===== config.mk =====
export PLATFORM = sky130hd
export DESIGN_NAME = neuro_ctrl_sequencer
export DESIGN_NICKNAME = d
export VERILOG_FILES = /design/src/rtl/neuro_ctrl_pkg.sv /design/src/rtl/neuro_ctrl_decode.sv /design/src/rtl/neuro_ctrl_sequencer.sv
export SDC_FILE = /design/constraint.sdc
export NUM_CORES = 1
export LEC_CHECK = 0
export CORE_ASPECT_RATIO = 1.5
export CORE_MARGIN = 3
export CORE_UTILIZATION = 30
export CTS_BUF_LIST = sky130_fd_sc_hd__clkbuf_16
export CTS_CLUSTER_DIAMETER = 50
export DETAILED_ROUTE_END_ITERATION = 8
export PLACE_DENSITY = 0.59
export SLEW_MARGIN = 20
export SYNTH_ARGS = -nofsm -noshare
export SYNTH_HDL_FRONTEND = slang
export SYNTH_SLANG_ARGS = --single-unit

===== constraint.sdc =====
create_clock -name clk -period 1.66 [get_ports clk]
set_input_delay 0.332 -clock clk [delete_from_list [all_inputs] [get_ports clk]]
set_output_delay 0.332 -clock clk [all_outputs]
set_load 0.05 [all_outputs]

===== src/rtl/neuro_ctrl_pkg.sv =====
// Shared types and encodings for the neuromorphic control sequencer.
package neuro_ctrl_pkg;

  localparam logic [6:0] OP_LOAD   = 7'b0000011;
  localparam logic [6:0] OP_STORE  = 7'b0100011;
  localparam logic [6:0] OP_RTYPE  = 7'b0110011;
  localparam logic [6:0] OP_BRANCH = 7'b1100011;
  localparam logic [6:0] OP_ITYPE  = 7'b0010011;
  localparam logic [6:0] OP_VLOAD  = 7'b0000010;
  localparam logic [6:0] OP_NEURO  = 7'b0110010;

  localparam logic [1:0] ALUOP_ADD = 2'b00;
  localparam logic [1:0] ALUOP_BR  = 2'b01;
  localparam logic [1:0] ALUOP_R   = 2'b10;

  typedef struct packed {
    logic       branch;
    logic       memtoreg;
    logic       memwrite;
    logic       alusrc;
    logic       regwrite;
    logic       wvr_write;
    logic       svr_write;
    logic       nsr_write;
    logic       nsr_write1;
    logic       nacc_vl;
    logic       sor_nacc;
    logic [1:0] aluop;
  } ctrl_bundle_t;

  typedef enum logic [0:0] {StIdle, StSeq} seq_state_e;

endpackage


===== src/rtl/neuro_ctrl_decode.sv =====
// Combinational opcode/funct3 decoder producing the control bundle and vector flag.
module neuro_ctrl_decode
  import neuro_ctrl_pkg::*;
(
  input  logic [6:0]   opcode,
  input  logic [2:0]   funct3,
  output ctrl_bundle_t ctrl,
  output logic         is_vector
);

  // Decode table; anything not listed stays at zero.
  always_comb begin
    ctrl      = '0;
    is_vector = 1'b0;
    unique case (opcode)
      OP_LOAD: begin
        ctrl.alusrc   = 1'b1;
        ctrl.memtoreg = 1'b1;
        ctrl.regwrite = 1'b1;
      end
      OP_STORE: begin
        ctrl.alusrc   = 1'b1;
        ctrl.memwrite = 1'b1;
      end
      OP_RTYPE: begin
        if (funct3 == 3'b111) begin
          ctrl.nsr_write1 = 1'b1;
          ctrl.memtoreg   = 1'b1;
          ctrl.aluop      = ALUOP_ADD;
        end else begin
          ctrl.regwrite = 1'b1;
          ctrl.aluop    = ALUOP_R;
        end
      end
      OP_BRANCH: begin
        ctrl.branch = 1'b1;
        ctrl.aluop  = ALUOP_BR;
      end
      OP_ITYPE: begin
        ctrl.alusrc   = 1'b1;
        ctrl.regwrite = 1'b1;
      end
      OP_VLOAD: begin
        ctrl.alusrc    = 1'b1;
        ctrl.memtoreg  = 1'b1;
        ctrl.wvr_write = (funct3 < 3'd3);
        ctrl.svr_write = (funct3 >= 3'd3) && (funct3 <= 3'd5);
        // funct3 6/7 is a single no-write micro-op
        is_vector      = (funct3 <= 3'd5);
      end
      OP_NEURO: begin
        ctrl.nsr_write = 1'b1;
        ctrl.sor_nacc  = (funct3 < 3'd4);
        ctrl.nacc_vl   = (funct3 == 3'b001);
        is_vector      = (funct3 == 3'b001);
      end
      default: begin
        ctrl      = '0;
        is_vector = 1'b0;
      end
    endcase
  end

endmodule


===== src/rtl/neuro_ctrl_sequencer.sv =====
// Registered control sequencer: decodes, latches the bundle and expands vector ops per lane.
module neuro_ctrl_sequencer
  import neuro_ctrl_pkg::*;
#(
  parameter int unsigned NUM_LANES = 4,
  parameter int unsigned LANE_W    = (NUM_LANES > 1) ? $clog2(NUM_LANES) : 1
) (
  input  logic              clk,
  input  logic              rst,
  input  logic              valid_in,
  input  logic [6:0]        opcode,
  input  logic [2:0]        funct3,
  input  logic [LANE_W:0]   vl_in,
  input  logic              stall,
  input  logic              flush,
  output logic              ready_out,
  output logic              valid_out,
  output logic              branch,
  output logic              memtoreg,
  output logic              memwrite,
  output logic              alusrc,
  output logic              regwrite,
  output logic              wvr_write,
  output logic              svr_write,
  output logic              nsr_write,
  output logic              nsr_write1,
  output logic              nacc_vl,
  output logic              sor_nacc,
  output logic [1:0]        aluop,
  output logic [LANE_W-1:0] lane_idx,
  output logic              lane_last
);

  localparam logic [LANE_W:0]   NumLanesW = (LANE_W + 1)'(NUM_LANES);
  localparam logic [LANE_W-1:0] MaxIdx    = LANE_W'(NUM_LANES - 1);

  seq_state_e   state_q, state_d;
  ctrl_bundle_t bundle_q, bundle_d;
  logic         valid_q, valid_d;
  logic [LANE_W-1:0] lane_idx_q, lane_idx_d;
  logic              lane_last_q, lane_last_d;
  // Final lane index (L-1) of the instruction in flight
  logic [LANE_W-1:0] last_idx_q, last_idx_d;

  ctrl_bundle_t      dec_ctrl;
  logic              dec_is_vector;
  logic [LANE_W-1:0] new_last_idx;
  logic [LANE_W-1:0] lane_inc;
  logic              accept;

  neuro_ctrl_decode u_decode (
    .opcode    (opcode),
    .funct3    (funct3),
    .ctrl      (dec_ctrl),
    .is_vector (dec_is_vector)
  );

  assign accept   = valid_in & ready_out & ~stall & ~flush;
  assign lane_inc = lane_idx_q + LANE_W'(1);

  // Clamp the requested lane count and express it as the final lane index.
  always_comb begin
    if (!dec_is_vector || (vl_in == '0)) begin
      new_last_idx = '0;
    end else if (vl_in > NumLanesW) begin
      new_last_idx = MaxIdx;
    end else begin
      new_last_idx = LANE_W'(vl_in - 1'b1);
    end
  end

  // FSM state register.
  always_ff @(posedge clk) begin
    if (rst) begin
      state_q <= StIdle;
    end else begin
      state_q <= state_d;
    end
  end

  // FSM next-state: flush beats stall; a stall freezes the sequence.
  always_comb begin
    state_d = state_q;
    if (flush) begin
      state_d = StIdle;
    end else if (!stall) begin
      unique case (state_q)
        StIdle: if (accept && (new_last_idx != '0)) state_d = StSeq;
        StSeq:  if (lane_inc == last_idx_q) state_d = StIdle;
        default: state_d = StIdle;
      endcase
    end
  end

  // FSM outputs: ready only while idle, which includes the cycle showing the final lane.
  always_comb begin
    ready_out = (state_q == StIdle);
  end

  // Next values of the output register and lane bookkeeping.
  always_comb begin
    valid_d     = valid_q;
    bundle_d    = bundle_q;
    lane_idx_d  = lane_idx_q;
    lane_last_d = lane_last_q;
    last_idx_d  = last_idx_q;
    if (flush) begin
      valid_d     = 1'b0;
      bundle_d    = '0;
      lane_idx_d  = '0;
      lane_last_d = 1'b0;
    end else if (!stall) begin
      if (state_q == StSeq) begin
        lane_idx_d  = lane_inc;
        lane_last_d = (lane_inc == last_idx_q);
      end else if (accept) begin
        valid_d     = 1'b1;
        bundle_d    = dec_ctrl;
        lane_idx_d  = '0;
        lane_last_d = (new_last_idx == '0);
        last_idx_d  = new_last_idx;
      end else begin
        // Bubble
        valid_d     = 1'b0;
        bundle_d    = '0;
        lane_idx_d  = '0;
        lane_last_d = 1'b0;
      end
    end
  end

  // Output and lane registers.
  always_ff @(posedge clk) begin
    if (rst) begin
      valid_q     <= 1'b0;
      bundle_q    <= '0;
      lane_idx_q  <= '0;
      lane_last_q <= 1'b0;
      last_idx_q  <= '0;
    end else begin
      valid_q     <= valid_d;
      bundle_q    <= bundle_d;
      lane_idx_q  <= lane_idx_d;
      lane_last_q <= lane_last_d;
      last_idx_q  <= last_idx_d;
    end
  end

  assign valid_out  = valid_q;
  assign branch     = bundle_q.branch;
  assign memtoreg   = bundle_q.memtoreg;
  assign memwrite   = bundle_q.memwrite;
  assign alusrc     = bundle_q.alusrc;
  assign regwrite   = bundle_q.regwrite;
  assign wvr_write  = bundle_q.wvr_write;
  assign svr_write  = bundle_q.svr_write;
  assign nsr_write  = bundle_q.nsr_write;
  assign nsr_write1 = bundle_q.nsr_write1;
  assign nacc_vl    = bundle_q.nacc_vl;
  assign sor_nacc   = bundle_q.sor_nacc;
  assign aluop      = bundle_q.aluop;
  assign lane_idx   = lane_idx_q;
  assign lane_last  = lane_last_q;

endmodule


-- Word-level counts from Yosys, hierarchy flattened
Cells that the tools add are included.
- bits in registers: 20
- bits of input ports: 18
- output and inout port bits: 18
- logic and storage cells: 77
- add/sub/neg operators: 2
- order comparisons: 5
- eq/ne operators: 10
- multiplexer cells: 24
- bitwise gates (word level): 6
- reductions and logical operators: 13
- operators with widths (kind ; count):
    7-bit by 6-bit equality test with 1-bit output, second input constant ; 3
    7-bit by 2-bit equality test with 1-bit output, second input constant ; 2
    13-bit two-way mux ; 1
    1-bit two-way mux ; 12
    2-bit two-way mux ; 6
    1-bit case mux with 2 select lines ; 4
    7-bit by 5-bit equality test with 1-bit output, second input constant ; 1
    7-bit equality test, second input constant ; 1
    2-bit OR reduction ; 3
    2-bit case mux with 2 select lines ; 1
    4-bit AND reduction ; 1
    4-bit OR reduction ; 1
    1-bit AND ; 3
    3-bit by 1-bit equality test with 1-bit output, second input constant ; 1
    3-bit equality test, second input constant ; 1
    3-bit by 2-bit greater-or-equal comparator with 1-bit output, second input constant ; 1
    3-bit greater-than comparator, second input constant ; 1
    3-bit <= comparator, second input constant ; 1
    3-bit logical NOT ; 1
    3-bit by 2-bit < comparator with 1-bit output, second input constant ; 1
    3-bit < comparator, second input constant ; 1
    1-bit inverter ; 3
    2-bit by 1-bit adder with 2-bit output, second input constant ; 1
    2-bit equality test ; 1
    other kinds (7) ; 8

-- Logic depth before layout (Yosys ltp)
Gate-level depths: netlist (run 1).
- depth in word-level cells: 9
- mapped depth: 6
- depth with buffers taken out: 6

-- Modules after synthesis
A second synthesis (run 1) with hierarchy kept.
- cells, all modules: 127
- area, all modules: 1087.3 um^2
- modules (own cells, without submodules) (module ; times used ; cells each ; area an instance (um^2) ; seq. area each (um^2)):
    neuro_ctrl_sequencer ; 1 ; 92 ; 843.3 ; 400.4
    neuro_ctrl_decode ; 1 ; 35 ; 244.0 ; 0.0

-- Worst setup path after synthesis (run 1)
OpenSTA, ideal clock, no wires.
- path type: input to register
- start point: input port stall
- end point: register bundle_q (netlist bit branch)
- setup time: 0.067 ns
- arrival time: 1.529 ns
- required time: 1.593 ns
- setup slack: 0.064 ns
- stages on the path: 4
- path buffers: 1
- cell sequence: buf_6 or4b_4 or3_4 a21oi_2
- longest elaborated chain between the ends: 4
- elaborated cells on any way between the ends: 5
- those cells by class: mux: 1; bitwise: 3; reduce/logical: 1
- ends and longest elaborated chain (element ; RTL line ; RTL):
    start: declaration ; neuro_ctrl_sequencer.sv:14 ; input logic stall,
    1-bit inverter (no source line) (*) ; -- ;
    1-bit AND (2 in a row) ; neuro_ctrl_sequencer.sv:58 ; assign accept = valid_in & ready_out & ~stall & ~flush;
    13-bit two-way mux ; neuro_ctrl_sequencer.sv:116 ; end else if (accept) begin
    end signal: assignment ; neuro_ctrl_sequencer.sv:142 ; bundle_q <= bundle_d;
    end: declaration ; neuro_ctrl_sequencer.sv:38 ; ctrl_bundle_t bundle_q, bundle_d;
Every way passes the cells marked *; elsewhere a longest branch is shown, timed or not.
A chain may end at the register's enable or synchronous reset.

-- Worst setup path after layout (run 1)
- start point: input port opcode[1]
- end point: register last_idx_q[0]
- longest elaborated chain between the ends: 5
- elaborated cells on any way between the ends: 6
- those cells by class: eq/ne: 2; mux: 2; reduce/logical: 2
- ends and longest elaborated chain (element ; RTL line ; RTL):
    start: declaration ; neuro_ctrl_sequencer.sv:11 ; input logic [6:0] opcode,
    7-bit by 6-bit equality test with 1-bit output / 7-bit by 2-bit equality test with 1-bit output (equally long branches) ; neuro_ctrl_decode.sv:15 ; unique case (opcode)
    1-bit case mux with 2 select lines (*) ; neuro_ctrl_decode.sv:15 ;
    1-bit logical NOT (*) ; neuro_ctrl_sequencer.sv:63 ; if (!dec_is_vector || (vl_in == '0)) begin
    1-bit logical OR (*) ; neuro_ctrl_sequencer.sv:63 ;
    2-bit two-way mux (*) ; neuro_ctrl_sequencer.sv:63 ;
    end signal: assignment ; neuro_ctrl_sequencer.sv:145 ; last_idx_q <= last_idx_d;
    end: declaration ; neuro_ctrl_sequencer.sv:43 ; logic [LANE_W-1:0] last_idx_q, last_idx_d;
Marks and branches as above.

==> summary.txt, run 1 <==
Run status
  • Run status: finished, final reports clean

Power
  • PwrDens: 784 mW/mm^2
  • P_leak: 0.673 nW
  • Worst vdd ir: 0.000395 V

Timing
  • Post-layout min period: 1610 ps
  • Final Skew: 2.07 ps
  • Slew Viols, Final: 0
  • Worst Tran Pin Value: 288 ps
  • Worst rel slew slack: 0.807
  • Final period util: 0.971
  • Peak Freq: 621 MHz
  • Final Setup Violations: 0
  • Final hold vios: 0

Synth
  • Dominant register cell in the synthesized netlist: dfxtp_1
  • Count of cell types in the netlist: 38
  • Mapped Area: 986 sq um
  • Post-synthesis sequential area ratio: 0.406
  • Post-Syn Area per Cell: 8.22 sq um
  • Syn_nets: 139
  • Post-synth top area share: 0.406
  • Seq cells post-synth: 20
  • Ys async rst share: 0
  • Synth area leaders: dfxtp_1 41%, a21oi_1 6.6%, nand2_1 5.7%
  • Most frequent cell after synthesis: dfxtp_1
  • Top cells by count, synth: 20 x dfxtp_1, 15 x nand2_1, 15 x nor2_1
  • Ys Warns: 0
  • Largest area contributor in the netlist: dfxtp_1
  • Post-synth EDFFs: 0
  • Cells after Synth: 120

CTS
  • CTS tree: done
  • # clock sinks: 20
  • Post-CTS Setup Inserts: 0
  • H-tree level count: 1
  • CTS Buffer Depth: 2
  • CTS Root Cell: clkbuf_16
  • CTS Buf Count: 3
  • Worst-path clk slew: 60 ps
  • Skew-Pair Late Insertion Delay: 250 ps

Worst hold path
  • Min-Delay Path Depth: 2
  • Worst Hold Class: register to register
  • Worst hold start: valid_out
  • Hold path endpoint: valid_out

GRT
  • Vias in the first global route: 991
  • Largest net degree at the start of global routing: 16
  • GRT Total Usage: 0.139
  • GR Overflow Total: 0
  • Initial antenna violation count: 0
  • First-pass GRT wire length: 4.30 mm

Route
  • Met2 routed WL: 1.51 mm
  • Post-DR wirelength/cell: 13.0 microns
  • First-pass detailed-route iteration total: 4
  • DR vias/cell: 4.88
  • Initial DRC count: 14
  • Residual DRC: 0
  • Antenna-violating nets left: 0
  • Topmost layer with routed signal wires: met4
  • Drt total wl: 2.78 mm
  • DR vias: 1045
  • WL met1: 1.09 mm
  • WL met3: 140 microns

Floorplan
  • Core ar.: 0.00303 sq mm
  • Initial Utilization: 0.325
  • IO Pins: 36
  • Die height: 76.2 microns
  • FP Rows: 24
  • Die width: 52.8 microns
  • Die ar.: 0.00402 sq mm

Setup path
  • Register-to-Register Path Depth: 4
  • Crit. End Element: register
  • Worst setup startpoint: opcode[1]
  • Critical path peak fanout: 3
  • Worst endpoint required time: 1850 ps
  • Crit Path Category: input pin to register
  • Reg2reg setup slack: 120 ps
  • Crit path arrival time: 1800 ps
  • Reg2reg start: state_q
  • FF-to-FF End: regwrite
  • Crit path launch type: input pin

Placement
  • Post-DP HPWL: 2.10 mm
  • Placed cells: 210
  • PortBufs: 35
  • GP Congestion: 0.838

Cells and area
  • Fraction of layout cells with a size suffix above 1: 0.377
  • Area grow syn2layout: 70.4%
  • Final core occ: 0.554
  • Fill count: 301
  • Number of diodes: 0
  • Final Instance Count excl. Fillers: 214
  • # nets final: 195

Job
  • Maxcap violations: 0
[worst max-delay path, stage by stage]
cell             delay [ps]
clkdlybuf4s50_1         470
nor3b_2                 170
buf_4                   140
and3_4                  170
or3b_4                  390
o21ai_2                 130
[layer usage]
metal  vias to the layer above  GRT usage
met5                         -          0
met4                         0     0.0691
met3                         4     0.0196
met2                        26      0.236
met1                       480      0.162
li1                        535          -
[stage by stage]
step / setup WS [ps] / power, mW / cell area (sq um) / hold WS, ps / setup TNS [ps]
final: 48.4 / 1.32 / 1680 / 453 / 0
after global routing: -13.0 / 1.37 / 1680 / 469 / -19.0
after CTS: 6.03 / 1.32 / 1630 / 457 / 0
after global placement: -378 / 0.646 / 1490 / 447 / -5270
after floorplan: 63.9 / 0.550 / 986 / 435 / 0
after detailed placement: -393 / 0.648 / 1490 / 449 / -5570
[cell families after synthesis]
family,after synthesis,synth area share
adder cells (fa/ha/maj),2,0.0228
multiplexers,2,0.0216
flip-flops,20,0.406
AO/OA/AOI/OAI,32,0.199
buffers and inverters,8,0.0381
XOR/XNOR,1,0.00888
AND/OR/NAND/NOR,55,0.303
[worst max path at each step]
stage	endpoint	slack [ps]	depth (start not counted)
3_3_place_gp	last_idx_q[0]	-380	5
4_1_cts	branch	6	4
5_1_grt	last_idx_q[0]	-10	6
6_report	last_idx_q[0]	50	6
3_5_place_dp	aluop[0]	-390	4
2_1_floorplan	branch	60	4
[final cells by class]
class,instances,area [sq um],share of cell area
Clock buffer,3,75.1,0.0447
Clock inverter,1,30.0,0.0179
Inverter,4,15.0,0.00894
Multi-Input combinational cell,92,628,0.374
Sequential cell,20,400,0.238
Tap cell,39,48.8,0.0290
Timing Repair Buffer,55,483,0.287
[power breakdown]
part           leakage (nW)  internal [mW]  switching [mW]  total, mW
clock network        0.0511          0.479           0.188      0.667
logic                 0.461         0.0898          0.0784      0.168
registers             0.161          0.481        0.000638      0.482
[what timing repair did]
item / in CTS / in global routing
endpoints found under the hold margin: 0 / 0
endpoints found under the setup margin: 14 / 12
hold buffers: 0 / 0
pin swaps: 3 / 6
resized for setup: 10 / 12
[placed cells by master (no fill, tap or decap), types with 3 or more instances in the layout]
cell	count
nand2_1	15
clkdlybuf4s50_1	12
clkbuf_16	3
o21ai_1	3
inv_1	3
nor2b_1	5
buf_4	36
nor2_1	15
dfxtp_1	20
a32oi_1	3
o21ai_0	4
a21oi_2	5
a21oi_1	9
(Power assumes the default switching activity.)
==> inputs of run 2 (changes only) <==
--- a/config.mk
+++ b/config.mk
@@ -7,11 +7,12 @@
 export LEC_CHECK = 0
 export CORE_ASPECT_RATIO = 1.5
 export CORE_MARGIN = 3
-export CORE_UTILIZATION = 30
+export CORE_UTILIZATION = 39
 export CTS_BUF_LIST = sky130_fd_sc_hd__clkbuf_16
 export CTS_CLUSTER_DIAMETER = 50
+export CTS_CLUSTER_SIZE = 12
 export DETAILED_ROUTE_END_ITERATION = 8
-export PLACE_DENSITY = 0.59
+export PLACE_DENSITY = 0.73
 export SLEW_MARGIN = 20
 export SYNTH_ARGS = -nofsm -noshare
 export SYNTH_HDL_FRONTEND = slang
==> run 2 against run 1 <==
Compared with the run above: combinational power is 9.5% higher; flip-flop and latch count stayed put; clock skew is 0.55 ps lower; final cell count is 5.1% lower; clock-buffer cell count stayed put; wire length is 3.7% higher; worst hold slack worse by 4.4 ps; utilization is 17 points higher; register-to-register slack hardly changed.
==> summary.txt, run 2 (synthesized netlist as in run 1, its figures left out) <==
Run status
  • Run status: finished, final reports clean

GRT
  • First-pass GRT wire length: 4.61 mm (+7.2%)
  • GRT Total Usage: 0.198 (+0.0594)
  • GR Overflow Total: 0 (unchanged)
  • Initial antenna violation count: 0 (unchanged)
  • Largest net degree at the start of global routing: 16 (unchanged)
  • Vias in the first global route: 1037 (+4.6%)

CTS
  • CTS Hold Buffers Added: 0 (unchanged)
  • CTS Buffer Depth: 2 (unchanged)
  • H-tree level count: 1 (unchanged)
  • Skew-Pair Late Insertion Delay: 250 ps (about the same)
  • Worst-path clk slew: 50 ps (about the same)
  • CTS Buf Count: 3 (unchanged)
  • # clock sinks: 20 (unchanged)
  • CTS tree: done
  • CTS Root Cell: clkbuf_16

Floorplan
  • Die ar.: 0.00318 sq mm (-21%)
  • Die height: 67.6 microns (-11%)
  • Initial Utilization: 0.426 (+0.101)
  • Core ar.: 0.00231 sq mm (-24%)
  • Die width: 47.1 microns (-11%)
  • IO Pins: 36 (unchanged)
  • FP Rows: 21 (-13%)

Route
  • Drt total wl: 2.88 mm (+3.7%)
  • Initial DRC count: 32 (+18)
  • Antenna-violating nets left: 0 (unchanged)
  • Residual DRC: 0 (unchanged)
  • WL met1: 1.10 mm (+1.2%)
  • Met2 routed WL: 1.64 mm (+8.5%)
  • Post-DR wirelength/cell: 14.2 microns (+9.4%)
  • First-pass detailed-route iteration total: 4 (unchanged)
  • Topmost layer with routed signal wires: met4
  • DR vias: 1114 (+6.6%)
  • WL met3: 121 microns (-14%)
  • DR vias/cell: 5.49 (+12%)

Worst hold path
  • Worst Hold Class: register to register

Placement
  • PortBufs: 35 (unchanged)
  • GP Congestion: 0.760 (-9.3%)
  • DP Worst Slack: -392 ps (+1.15 ps)
  • Post-DP HPWL: 2.04 mm (-2.9%)

Power
  • Switching Share: 0.216 (+0.0130)
  • Seq pwr share: 0.420 (+0.054)
  • Worst vdd ir: 0.000631 V (+60%)
  • P_leak: 0.690 nW (+2.5%)
  • Clock Power Share: 0.420 (-0.086)
  • Combinational Power Share: 0.160 (+0.032)
  • Pint: 0.901 mW (-14%)
  • NetSw: 0.248 mW (-7.2%)
  • PwrDens: 685 mW/mm^2 (-13%)

Setup path
  • Crit path launch type: input pin
  • Crit Path Category: input pin to register
  • Crit. End Element: register
  • Critical path peak fanout: 3 (unchanged)
  • Worst endpoint required time: 1840 ps (about the same)
  • Crit path arrival time: 1830 ps (+30 ps)

Cells and area
  • Fill count: 166 (-45%)
  • Area grow syn2layout: 70.1%
  • # nets final: 200 (+2.6%)
  • Register area: 400 sq um (unchanged)
  • Multi-input gate area: 634 sq um (+1.0%)
  • Commonest cells after routing, fill and taps aside: 41 x buf_4, 20 x dfxtp_1, 15 x nor2_1, 15 x nand2_1
  • Most common cell after layout, fill and taps aside: buf_4
  • Fraction of layout cells with a size suffix above 1: 0.383 (+0.00619)
  • Number of diodes: 0 (unchanged)

Timing
  • Post-layout min period: 1650 ps (+33.5 ps)
  • Final Setup Violations: 0 (unchanged)
  • Setup TNS: 0 ps (unchanged)
  • Setup ws final: 14.9 ps (-33.5 ps)
  • Final Skew: 1.52 ps (-0.554 ps)
  • Final hold vios: 0 (unchanged)
  • Slew Viols, Final: 0 (unchanged)
  • Worst rel slew slack: 0.793 (-0.0144)
  • Worst Tran Pin Value: 309 ps (+21.5 ps)
  • Final period util: 0.991 (+0.0202)
  • Peak Freq: 608 MHz (-2.0%)

Job
  • Maxcap violations: 0 (unchanged)
[run 2: changes by cell type in the layout (fill, tap and decap cells not counted), sizes merged]
cell / delta
dlygate4sd2: +1
clkinv: +1
bufinv: -1
buf: +5
clkdlybuf4s15: -1
[run 2: worst paths after layout]
kind | startpoint | end | slack (ps) | cells after the start
setup / recovery | opcode[1] | last_idx_q[0] | 10 | 6
hold / removal | svr_write | svr_write | 450 | 2
setup reg to reg | state_q | memtoreg | 120 | 4
hold reg to reg | svr_write | svr_write | 450 | 2
[run 2: through the flow]
stage	area, sq um	util	power (mW)	hold WS, ps	cells
final	1680	0.725	1.15	449	203
after CTS	1620	0.702	1.14	455	202
after global routing	1680	0.725	1.19	482	203
after global placement	1500	0.647	0.650	438	197
after floorplan	986	-	0.550	435	120
after detailed placement	1500	0.647	0.653	447	197
[run 2: final cells by class]
type / count / area share
Clock buffer: 3 / 0.0448
Clock inverter: 1 / 0.00224
Inverter: 4 / 0.00896
Multi-Input combinational cell: 92 / 0.378
Sequential cell: 20 / 0.239
Tap cell: 23 / 0.0172
Timing Repair Buffer: 60 / 0.310
[run 2: power by group through the flow]
stage                     registers (mW)  logic [mW]  clock network (mW)
after detailed placement           0.493       0.160                   0
after CTS                          0.482       0.170               0.492
after global placement             0.493       0.157                   0
after floorplan                    0.497      0.0521                   0
final                              0.482       0.184               0.482
after global routing               0.482       0.197               0.509
[run 2: routing by layer]
layer | track usage | vias up
met1 | 0.213 | 532
met5 | 0 | -
met2 | 0.376 | 32
li1 | - | 548
met3 | 0.0267 | 2
met4 | 0.0623 | 0
[run 2: critical path, cell delays in order]
cell and delay (ps):
clkdlybuf4s50_1 470, nor3b_2 180, buf_4 150, and3_4 180, or3b_4 390, o21ai_2 120
[run 2: what timing repair did]
action                     CTS  global route
pin swaps                    5             1
buffers inserted             1             1
resized for setup           11            10
setup endpoints to repair   13             6
